`src/rtl/intr_controller.sv`:
```
// ---------------------------------------------------------------------------
// intr_controller
//   Eight-source interrupt controller sitting on a simple I/O port bus.
//   Each IRQ line is synchronised and rising-edge detected. Edges latch into
//   PEND, and an edge on a bit that is already pending sets the sticky OVF bit.
//   An IDLE/REQ/SERVICE handshake with the control unit hands out the
//   lowest-numbered pending, unmasked source.
//
//   Register map (offset from BASE_ID):
//     +0 MASK  r/w   1 = source takes part in arbitration
//     +1 PEND  r/w1c pending sources (masked sources still latch)
//     +2 ID    r     {BUSY, 4'b0, ACTIVE_ID[2:0]}
//     +3 EOI   w     any write ends service
//     +4 OVF   r/w1c sticky overflow flags
//
// Ports
//   CLK       system clock, rising edge
//   RESET     synchronous, active-high reset
//   IRQ       asynchronous interrupt sources (rising edge significant)
//   INTR_ACK  one-cycle acknowledge from the control unit
//   IO_STRB   I/O write strobe
//   PORT_ID   I/O port address
//   OUT_PORT  I/O write data
//   INTR      registered interrupt request, high only in REQ
//   RD_DATA   combinational read data (8'h00 when not addressed)
//   RD_HIT    PORT_ID addresses one of this block's registers
// ---------------------------------------------------------------------------
module intr_controller #(
    parameter logic [7:0] BASE_ID = 8'hE0
) (
    input  logic       CLK,
    input  logic       RESET,
    input  logic [7:0] IRQ,
    input  logic       INTR_ACK,
    input  logic       IO_STRB,
    input  logic [7:0] PORT_ID,
    input  logic [7:0] OUT_PORT,
    output logic       INTR,
    output logic [7:0] RD_DATA,
    output logic       RD_HIT
);

    typedef enum logic [1:0] {
        S_IDLE,
        S_REQ,
        S_SERVICE
    } state_t;

    state_t     state_q, state_d;
    logic [7:0] sync1_q, sync2_q, hist_q;
    logic [2:0] vld_q;
    logic [7:0] mask_q, mask_d;
    logic [7:0] pend_q, pend_d;
    logic [7:0] ovf_q, ovf_d;
    logic [2:0] active_id_q, active_id_d;
    logic       intr_q;

    logic [7:0] irq_edge;
    logic [7:0] masked;
    logic [2:0] win_id;
    logic [7:0] offset;
    logic       wr_mask, wr_pend, wr_eoi, wr_ovf;
    logic [7:0] id_val;

    // Synchroniser + history. vld_q tracks how far real post-reset samples
    // have travelled down the chain; edges are only trusted once the history
    // flop holds a real sample, so a level already high at reset release
    // never looks like a fresh rising edge.
    always_ff @(posedge CLK) begin
        // NOTE: sequential state always uses non-blocking assignments so every
        // flop samples pre-edge values regardless of statement order.
        if (RESET) begin
            sync1_q <= '0;
            sync2_q <= '0;
            hist_q  <= '0;
            vld_q   <= '0;
        end else begin
            sync1_q <= IRQ;
            sync2_q <= sync1_q;
            hist_q  <= sync2_q;
            vld_q   <= {vld_q[1:0], 1'b1};
        end
    end

    assign irq_edge = sync2_q & ~hist_q & {8{vld_q[2]}};

    // Address decode; the subtraction wraps, so any BASE_ID works.
    assign offset  = PORT_ID - BASE_ID;
    assign wr_mask = IO_STRB && (offset == 8'd0);
    assign wr_pend = IO_STRB && (offset == 8'd1);
    assign wr_eoi  = IO_STRB && (offset == 8'd3);
    assign wr_ovf  = IO_STRB && (offset == 8'd4);

    // Arbitration works on pre-edge register values, so a same-cycle
    // MASK/PEND write never changes who wins the current ACK.
    assign masked = pend_q & mask_q;

    always_comb begin
        win_id = 3'd0;
        for (int i = 7; i >= 0; i--) begin
            if (masked[i]) win_id = 3'(i);
        end
    end

    always_comb begin
        // NOTE: every always_comb output gets a default first so no path can
        // leave it unassigned and infer a latch.
        state_d     = state_q;
        mask_d      = wr_mask ? OUT_PORT : mask_q;
        pend_d      = pend_q;
        ovf_d       = ovf_q;
        active_id_d = active_id_q;

        if (wr_pend) pend_d = pend_d & ~OUT_PORT;
        if (wr_ovf)  ovf_d  = ovf_d & ~OUT_PORT;

        unique case (state_q)
            S_IDLE: begin
                if (masked != 8'h00) state_d = S_REQ;
            end
            S_REQ: begin
                if (INTR_ACK) begin
                    active_id_d    = win_id;
                    pend_d[win_id] = 1'b0;
                    state_d        = S_SERVICE;
                end
            end
            S_SERVICE: begin
                if (wr_eoi) state_d = S_IDLE;
            end
            default: state_d = S_IDLE;
        endcase

        // New edges are applied last so they win over any same-cycle clear.
        ovf_d  = ovf_d | (irq_edge & pend_q);
        pend_d = pend_d | irq_edge;

        // Withdraw the request as soon as a write leaves nothing to serve.
        if (state_q == S_REQ && !INTR_ACK && (pend_d & mask_d) == 8'h00)
            state_d = S_IDLE;
    end

    always_ff @(posedge CLK) begin
        if (RESET) begin
            state_q     <= S_IDLE;
            mask_q      <= '0;
            pend_q      <= '0;
            ovf_q       <= '0;
            active_id_q <= '0;
            intr_q      <= 1'b0;
        end else begin
            state_q     <= state_d;
            mask_q      <= mask_d;
            pend_q      <= pend_d;
            ovf_q       <= ovf_d;
            active_id_q <= active_id_d;
            intr_q      <= (state_d == S_REQ);
        end
    end

    assign INTR   = intr_q;
    assign id_val = {state_q == S_SERVICE, 4'b0000, active_id_q};

    always_comb begin
        RD_HIT  = 1'b1;
        RD_DATA = 8'h00;
        case (offset)
            8'd0:    RD_DATA = mask_q;
            8'd1:    RD_DATA = pend_q;
            8'd2:    RD_DATA = id_val;
            8'd3:    RD_DATA = 8'h00;
            8'd4:    RD_DATA = ovf_q;
            default: RD_HIT  = 1'b0;
        endcase
    end

endmodule

```
`config.mk`:
```
export PLATFORM = sky130hd
export DESIGN_NAME = intr_controller
export DESIGN_NICKNAME = d
export VERILOG_FILES = /design/src/rtl/intr_controller.sv
export SDC_FILE = /design/constraint.sdc
export NUM_CORES = 1
export LEC_CHECK = 0
export ABC_AREA = 1
export CAP_MARGIN = 5
export CORE_UTILIZATION = 55
export DETAILED_ROUTE_END_ITERATION = 6
export MAX_ROUTING_LAYER = met4
export PLACE_DENSITY_LB_ADDON = 0.3
export SLEW_MARGIN = 15
export SYNTH_ARGS = -nofsm -noshare
export SYNTH_HDL_FRONTEND = slang
export SYNTH_SLANG_ARGS = --single-unit
export TNS_END_PERCENT = 30
```
`constraint.sdc`:
```
create_clock -name CLK -period 5.8 [get_ports CLK]
set_input_delay 1.16 -clock CLK [delete_from_list [all_inputs] [get_ports CLK]]
set_output_delay 1.16 -clock CLK [all_outputs]
set_load 0.005 [all_outputs]
```
==> impl_metrics.csv, run 1 <==
group,metric,value,unit
outcome,status,"finished, violations left",
outcome,failed_checks,"DRC",
hold_path,min_from,"sync1_q[1]$_SDFF_PP0_",
drt,dr_total_vias,2445,
global_route,gr-usage-met1,28.7,%
sta,min_period_over_period,85.0,%
cts,cts_tree,"built",
setup_path,worstPathArrival,3.77,ns
cts,clk_pin_slew_worst_paths,0.07,ns
power,totalPowerFinal,0.000816,W
synthesis,netlist.area_leader.share,43.3,%
drt,drc,3,
placement,port_buffers,37,
drt,routedWlPerCell,12.0,microns
floorplanning,row_count,24,
setup_path,setup.worst_path.end_class,"output pin",
power,irDropWorstVdd,0.303,mV
hold_path,hold_class,"reg2reg",
global_route,grt_most_used_layer,"met2",
global_route,grt_overflow_total,0,
cts,numCtsBuffers,9,
finish,layout.cells.non_filler,493,
setup_path,cp_max_fo,8,
placement,post-place-cells,477,
setup_path,cp-endpoint,"RD_DATA[7]",
sta,fin_crit,4.93,ns
drt,ant_nets,0,
sta,rsz0062_at_grt,"false",
finish,syn_to_final_growth,23.0,%
floorplanning,initial_utilization,58.9,%
sta,hold_viol_final,0,
setup_path,rr_endpoint,"INTR$_SDFF_PP0_",
finish,fillers,401,
setup_path,rr_startpoint,"pend_q[0]$_SDFF_PP0_",
drt,first_pass_iters,7,
setup_path,reg2reg_depth,14,
setup_path,critPathKind,"in2out",
floorplanning,core,4470,sq um
finish,most-common-layout-cells,"nand2_1 (108), inv_1 (76), nor2_1 (66)",
power,pwr_density_cell,252,nW/um^2
sta,worst_hold_slack,0.399,ns
synthesis,synth_area,2630,sq um
synthesis,synth_top_cells_by_area,"dfxtp_1 (43%), nand2_1 (15%), inv_1 (11%)",
setup_path,required,4.64,ns
global_route,grtUsageMet2,42.8,%
sta,fin_tns_setup,0,ns
sta,tightest_slew,0.681,ns
cts,cts_sinks,57,
finish,layout-drive-gt1-share,6.58,%
synthesis,syn-num-nets,423,
drt,finalWirelength,5.89,mm
floorplanning,dieArea,5070,sq um
cts,cts_resized,0,
global_route,track_usage,25.5,%
sta,max_clock_freq,203,MHz
sta,final-max-slew-violation-count,0,
cts,max-clock-path-buffers,2,
sta,setup_viol,0,
setup_path,ff2ff_setup_slack,3.82,ns
floorplanning,fp.dieW,71.2,microns
global_route,grt_pass1_vias,2285,
power,leakage,1.50,nW
floorplanning,die_height,71.2,microns
drt,drt_iter0_drc,145,
placement,post-dp-hpwl,4.30,mm
cts,h-tree-depth,3,
setup_path,critPathLaunchType,"primary input",
sta,finClkSkew,0.00750,ns
placement,gp_congestion,0.932,
finish,final_common_cell,"nand2_1",
finish,fin_nets,465,
cts,hold_buffers,0,
synthesis,yosys_warnings,0,
global_route,antenna_found_initial,0,
synthesis,synth-seq-cells,57,
run,cap_violations,0,
floorplanning,io_pins,38,
cts,insertion_delay,0.34,ns
global_route,grt_util_met3,6.41,%
drt,viasPerCell,4.96,
synthesis,syn_inst,394,
synthesis,yosysSeqAreaShare,43.3,%
synthesis,syn_avg_cell_area,6.68,sq um
global_route,grt_max_degree,45,
sta,relSlewSlack,54.2,%
finish,n_antenna_cell,0,
setup_path,crit_path_start,"PORT_ID[5]",
synthesis,post_synth_num_cell_types,26,
cts,clockRootBuffer,"clkbuf_8",
global_route,grt_pass1_wl,9.59,mm
cts,cts_setup_buffers,0,
synthesis,synth.largest_area_cell,"dfxtp_1",
-- final cells by class --
| type | count | area [sq um] | share of cell area, % |
|---|---|---|---|
| clock buffer | 9 | 124 | 3.82 |
| timing repair buffer | 39 | 385 | 11.9 |
| inverter | 76 | 285 | 8.80 |
| sequential | 57 | 1140 | 35.2 |
| tap | 52 | 65.1 | 2.01 |
| clock inverter | 7 | 71.3 | 2.20 |
| multi-input combinational | 253 | 1170 | 36.1 |
-- per-layer routing --
metal  vias up  share of wire (%)  routed length, microns
met1      1060                 46                    2690
met3        13                5.6                     333
met5         -                  0                       0
met2        77                 47                    2760
li1       1295                  -                       -
met4         0                2.0                     119
-- registers in the layout, indices dropped and copies added (netlist names) --
signal	count
ovf_q	8
INTR	1
mask_q	8
sync1_q	8
sync2_q	8
vld_q	3
state_q	2
active_id_q	3
hist_q	8
pend_q	8
-- cells by family after synthesis --
kind of cell	Yosys count	share of synthesized area, %
AO/OA/AOI/OAI	52	11.9
buffers and inverters	84	12.3
adder cells (fa/ha/maj)	1	0.475
AND/OR/NAND/NOR	199	31.7
XOR/XNOR	1	0.333
flip-flops	57	43.3
-- synthesized netlist by cell type (all sizes together) --
cell type / instances
a21oi: 15
a221o: 2
a311oi: 1
buf: 2
clkbuf: 6
dfxtp: 57
ha: 1
inv: 76
nand2: 110
nand3: 9
nand4: 4
nor2: 67
nor3: 8
nor4: 1
o2111ai: 2
o211ai: 4
o21ai: 26
o22ai: 2
xor2: 1
-- metrics by stage --
| step | util, % | worst slack (ns) | instance area (sq um) |
|---|---|---|---|
| final | 72.4 | 0.873 | 3240 |
| after global placement | 68.1 | 0.985 | 3050 |
| after global routing | 72.4 | 0.787 | 3240 |
| after detailed placement | 68.1 | 0.923 | 3050 |
| after floorplan | - | 2.16 | 2630 |
| after CTS | 72.4 | 0.912 | 3240 |
-- critical path, stage by stage --
cell,delay [ns]
clkdlybuf4s50_1,0.43
ha_1,0.34
nor3_4,0.38
nand2_4,0.12
nor3_1,0.55
nand2_1,0.14
o2111ai_1,0.11
clkdlybuf4s50_1,0.53
-- worst min path at each step --
stage | end | slack, ns | cells after the start
after floorplan | sync2_q[0]$_SDFF_PP0_ | 0.39 | 2
after global placement | sync2_q[2]$_SDFF_PP0_ | 0.39 | 2
after detailed placement | sync2_q[1]$_SDFF_PP0_ | 0.40 | 2
after CTS | sync2_q[1]$_SDFF_PP0_ | 0.40 | 2
after global routing | sync2_q[5]$_SDFF_PP0_ | 0.41 | 2
final | sync2_q[1]$_SDFF_PP0_ | 0.40 | 2
-- where the power goes --
group          switching, W  leakage (nW)  internal (W)
clock              0.000167        0.0912      0.000197
combinational     0.0000261         0.942     0.0000235
sequential       0.00000281         0.464      0.000400
(Power assumes the default switching activity.)
==> inputs of run 2 (changes only) <==
- CORE_UTILIZATION: 55 -> 54
- clock period: 5.8 -> 4.88 ns (I/O delays scaled with it)
==> run 2 against run 1 <==
Net effect:
- the run now ends clean
- sequential cell count stayed put
- power is 19% higher
- wire length is 4.2% higher
- cell area is 0.85% higher
- non-clock buffer count is 1 higher
- register-to-register slack worse by 0.85 ns
- hold slack worse by 0.0035 ns
- clock power is 19% higher
- via count is 3.4% higher
- sequential power is 19% higher
- clock skew is 0.0014 ns lower
- critical path type unchanged
- critical endpoint unchanged
==> impl_metrics.csv, run 2 (synthesized netlist as in run 1, its figures left out) <==
group,metric,value,unit
outcome,status,"finished, final reports clean",
setup_path,crit_path_start,"PORT_ID[5]",
setup_path,cp_slowest_stage_delay,0.55,ns
cts,cts_resized,0,
setup_path,ff2ff_setup_slack,2.97,ns
finish,final_common_cell,"nand2_1",
floorplanning,row_count,25,
setup_path,cp-endpoint,"RD_DATA[7]",
global_route,gr-usage-met1,32.8,%
placement,post-place-cells,493,
floorplanning,die_height,71.8,microns
sta,relSlewSlack,66.6,%
setup_path,critPathKind,"in2out",
global_route,grtUsageMet2,40.9,%
setup_path,rr_startpoint,"pend_q[0]$_SDFF_PP0_",
finish,n_antenna_cell,0,
drt,dr_total_vias,2529,
power,irDropWorstVdd,0.200,mV
setup_path,worstPathArrival,3.43,ns
floorplanning,initial_utilization,55.8,%
cts,clockRootBuffer,"clkbuf_8",
floorplanning,dieArea,5160,sq um
power,totalPowerFinal,0.000971,W
setup_path,setup.worst_path.end_class,"output pin",
cts,numCtsBuffers,9,
cts,clk_pin_slew_worst_paths,0.06,ns
finish,regArea,1140,sq um
sta,fin_tns_setup,0,ns
setup_path,critPathLaunchType,"primary input",
setup_path,cp_slowest_cell,"clkdlybuf4s50_1",
finish,most-common-layout-cells,"nand2_1 (108), inv_1 (76), nor2_1 (66)",
run,cap_violations,0,
cts,cts_setup_buffers,0,
placement,dp_slack,0.483,ns
drt,drc,0,
drt,first_pass_iters,5,
placement,post-dp-hpwl,4.35,mm
sta,hold_viol_final,0,
cts,hold_buffers,0,
sta,worst_hold_slack,0.396,ns
finish,multi_input_area,1170,sq um
finish,layout.cells.non_filler,509,
global_route,grt_most_used_layer,"met2",
global_route,grt_pass1_vias,2265,
finish,fin_nets,466,
floorplanning,io_pins,38,
sta,finClkSkew,0.00613,ns
drt,drt_iter0_drc,192,
drt,viasPerCell,4.97,
global_route,grt_util_met3,6.47,%
setup_path,reg2reg_depth,14,
drt,routedWlPerCell,12.1,microns
global_route,grt_pass1_wl,10.1,mm
sta,fin_crit,4.41,ns
floorplanning,core,4720,sq um
cts,insertion_delay,0.35,ns
power,pwr_density_cell,297,nW/um^2
setup_path,crit_chain,"clkdlybuf4s50_1 -> ha_1 -> nor3_4 -> inv_1 -> nor3_4 -> nand2_1 -> o2111ai_1 -> clkdlybuf4s50_1",
cts,h-tree-depth,3,
drt,finalWirelength,6.14,mm
sta,final-max-slew-violation-count,0,
setup_path,required,3.90,ns
global_route,antenna_found_initial,0,
sta,min_period_over_period,90.4,%
sta,setup_viol,0,
setup_path,rr_endpoint,"INTR$_SDFF_PP0_",
floorplanning,fp.dieW,71.8,microns
cts,cts_sinks,57,
global_route,grt_max_degree,46,
hold_path,hold_path_depth,2,
sta,tightest_slew,0.500,ns
global_route,grt_overflow_total,0,
finish,syn_to_final_growth,24.1,%
placement,gp_congestion,0.952,
sta,rsz0062_at_grt,"false",
global_route,track_usage,27.1,%
setup_path,cp_max_fo,8,
power,leakage,1.51,nW
sta,max_clock_freq,227,MHz
hold_path,hold_class,"reg2reg",
placement,port_buffers,37,
finish,fillers,420,
cts,max-clock-path-buffers,2,
cts,cts_tree,"built",
finish,layout-drive-gt1-share,6.56,%
drt,ant_nets,0,
sta,setup_slack,0.470,ns
==> run 2: cell types whose count changed in the layout (fill, tap and decap cells not counted), sizes merged <==
cell / change
clkbuf: +2
clkinv: -1
clkinvlp: -1
buf: +1
==> run 2: worst min-delay path by stage <==
stage | from | to | slack, ns
floorplan | sync1_q[0]$_SDFF_PP0_ | sync2_q[0]$_SDFF_PP0_ | 0.39
global placement | sync1_q[4]$_SDFF_PP0_ | sync2_q[4]$_SDFF_PP0_ | 0.39
detailed placement | sync1_q[7]$_SDFF_PP0_ | sync2_q[7]$_SDFF_PP0_ | 0.40
CTS | sync1_q[7]$_SDFF_PP0_ | sync2_q[7]$_SDFF_PP0_ | 0.40
global route | sync1_q[7]$_SDFF_PP0_ | sync2_q[7]$_SDFF_PP0_ | 0.41
finish | sync1_q[7]$_SDFF_PP0_ | sync2_q[7]$_SDFF_PP0_ | 0.40
==> run 2: report_power, final <==
group / internal, W / switching, W / total (W) / leakage [nW]
clock: 0.000247 / 0.000186 / 0.000433 / 0.0953
combinational: 0.0000280 / 0.0000312 / 0.0000592 / 0.948
sequential: 0.000475 / 0.00000317 / 0.000479 / 0.464
==> run 2: layout make-up <==
| class | instances | area share, % |
|---|---|---|
| clock buffers | 11 | 4.33 |
| clock inverters | 5 | 1.68 |
| inverters | 76 | 8.73 |
| multi-input cells | 253 | 35.8 |
| flip-flops and latches | 57 | 34.9 |
| well taps | 67 | 2.57 |
| repair buffers | 40 | 12.0 |
==> run 2: through the flow <==
step	utilization (%)	instance area, sq um
6_report	69.2	3270
5_1_grt	69.2	3270
4_1_cts	69.2	3270
3_5_place_dp	65.0	3070
3_3_place_gp	65.0	3070
2_1_floorplan	-	2630
==> run 2: critical path, delay by kind of cell <==
family / cells / cell delay (ns)
buffers and inverters: 3 / 1.12
and+or+nand+nor: 3 / 0.84
adders and majority gates: 1 / 0.34
AOI/OAI and AO/OA: 1 / 0.15
==> run 2: metal layers <==
layer / wire [microns] / vias to the layer above
met5: 0 / -
met4: 201 / 0
met3: 452 / 28
met2: 2780 / 112
met1: 2710 / 1094
li1: - / 1295
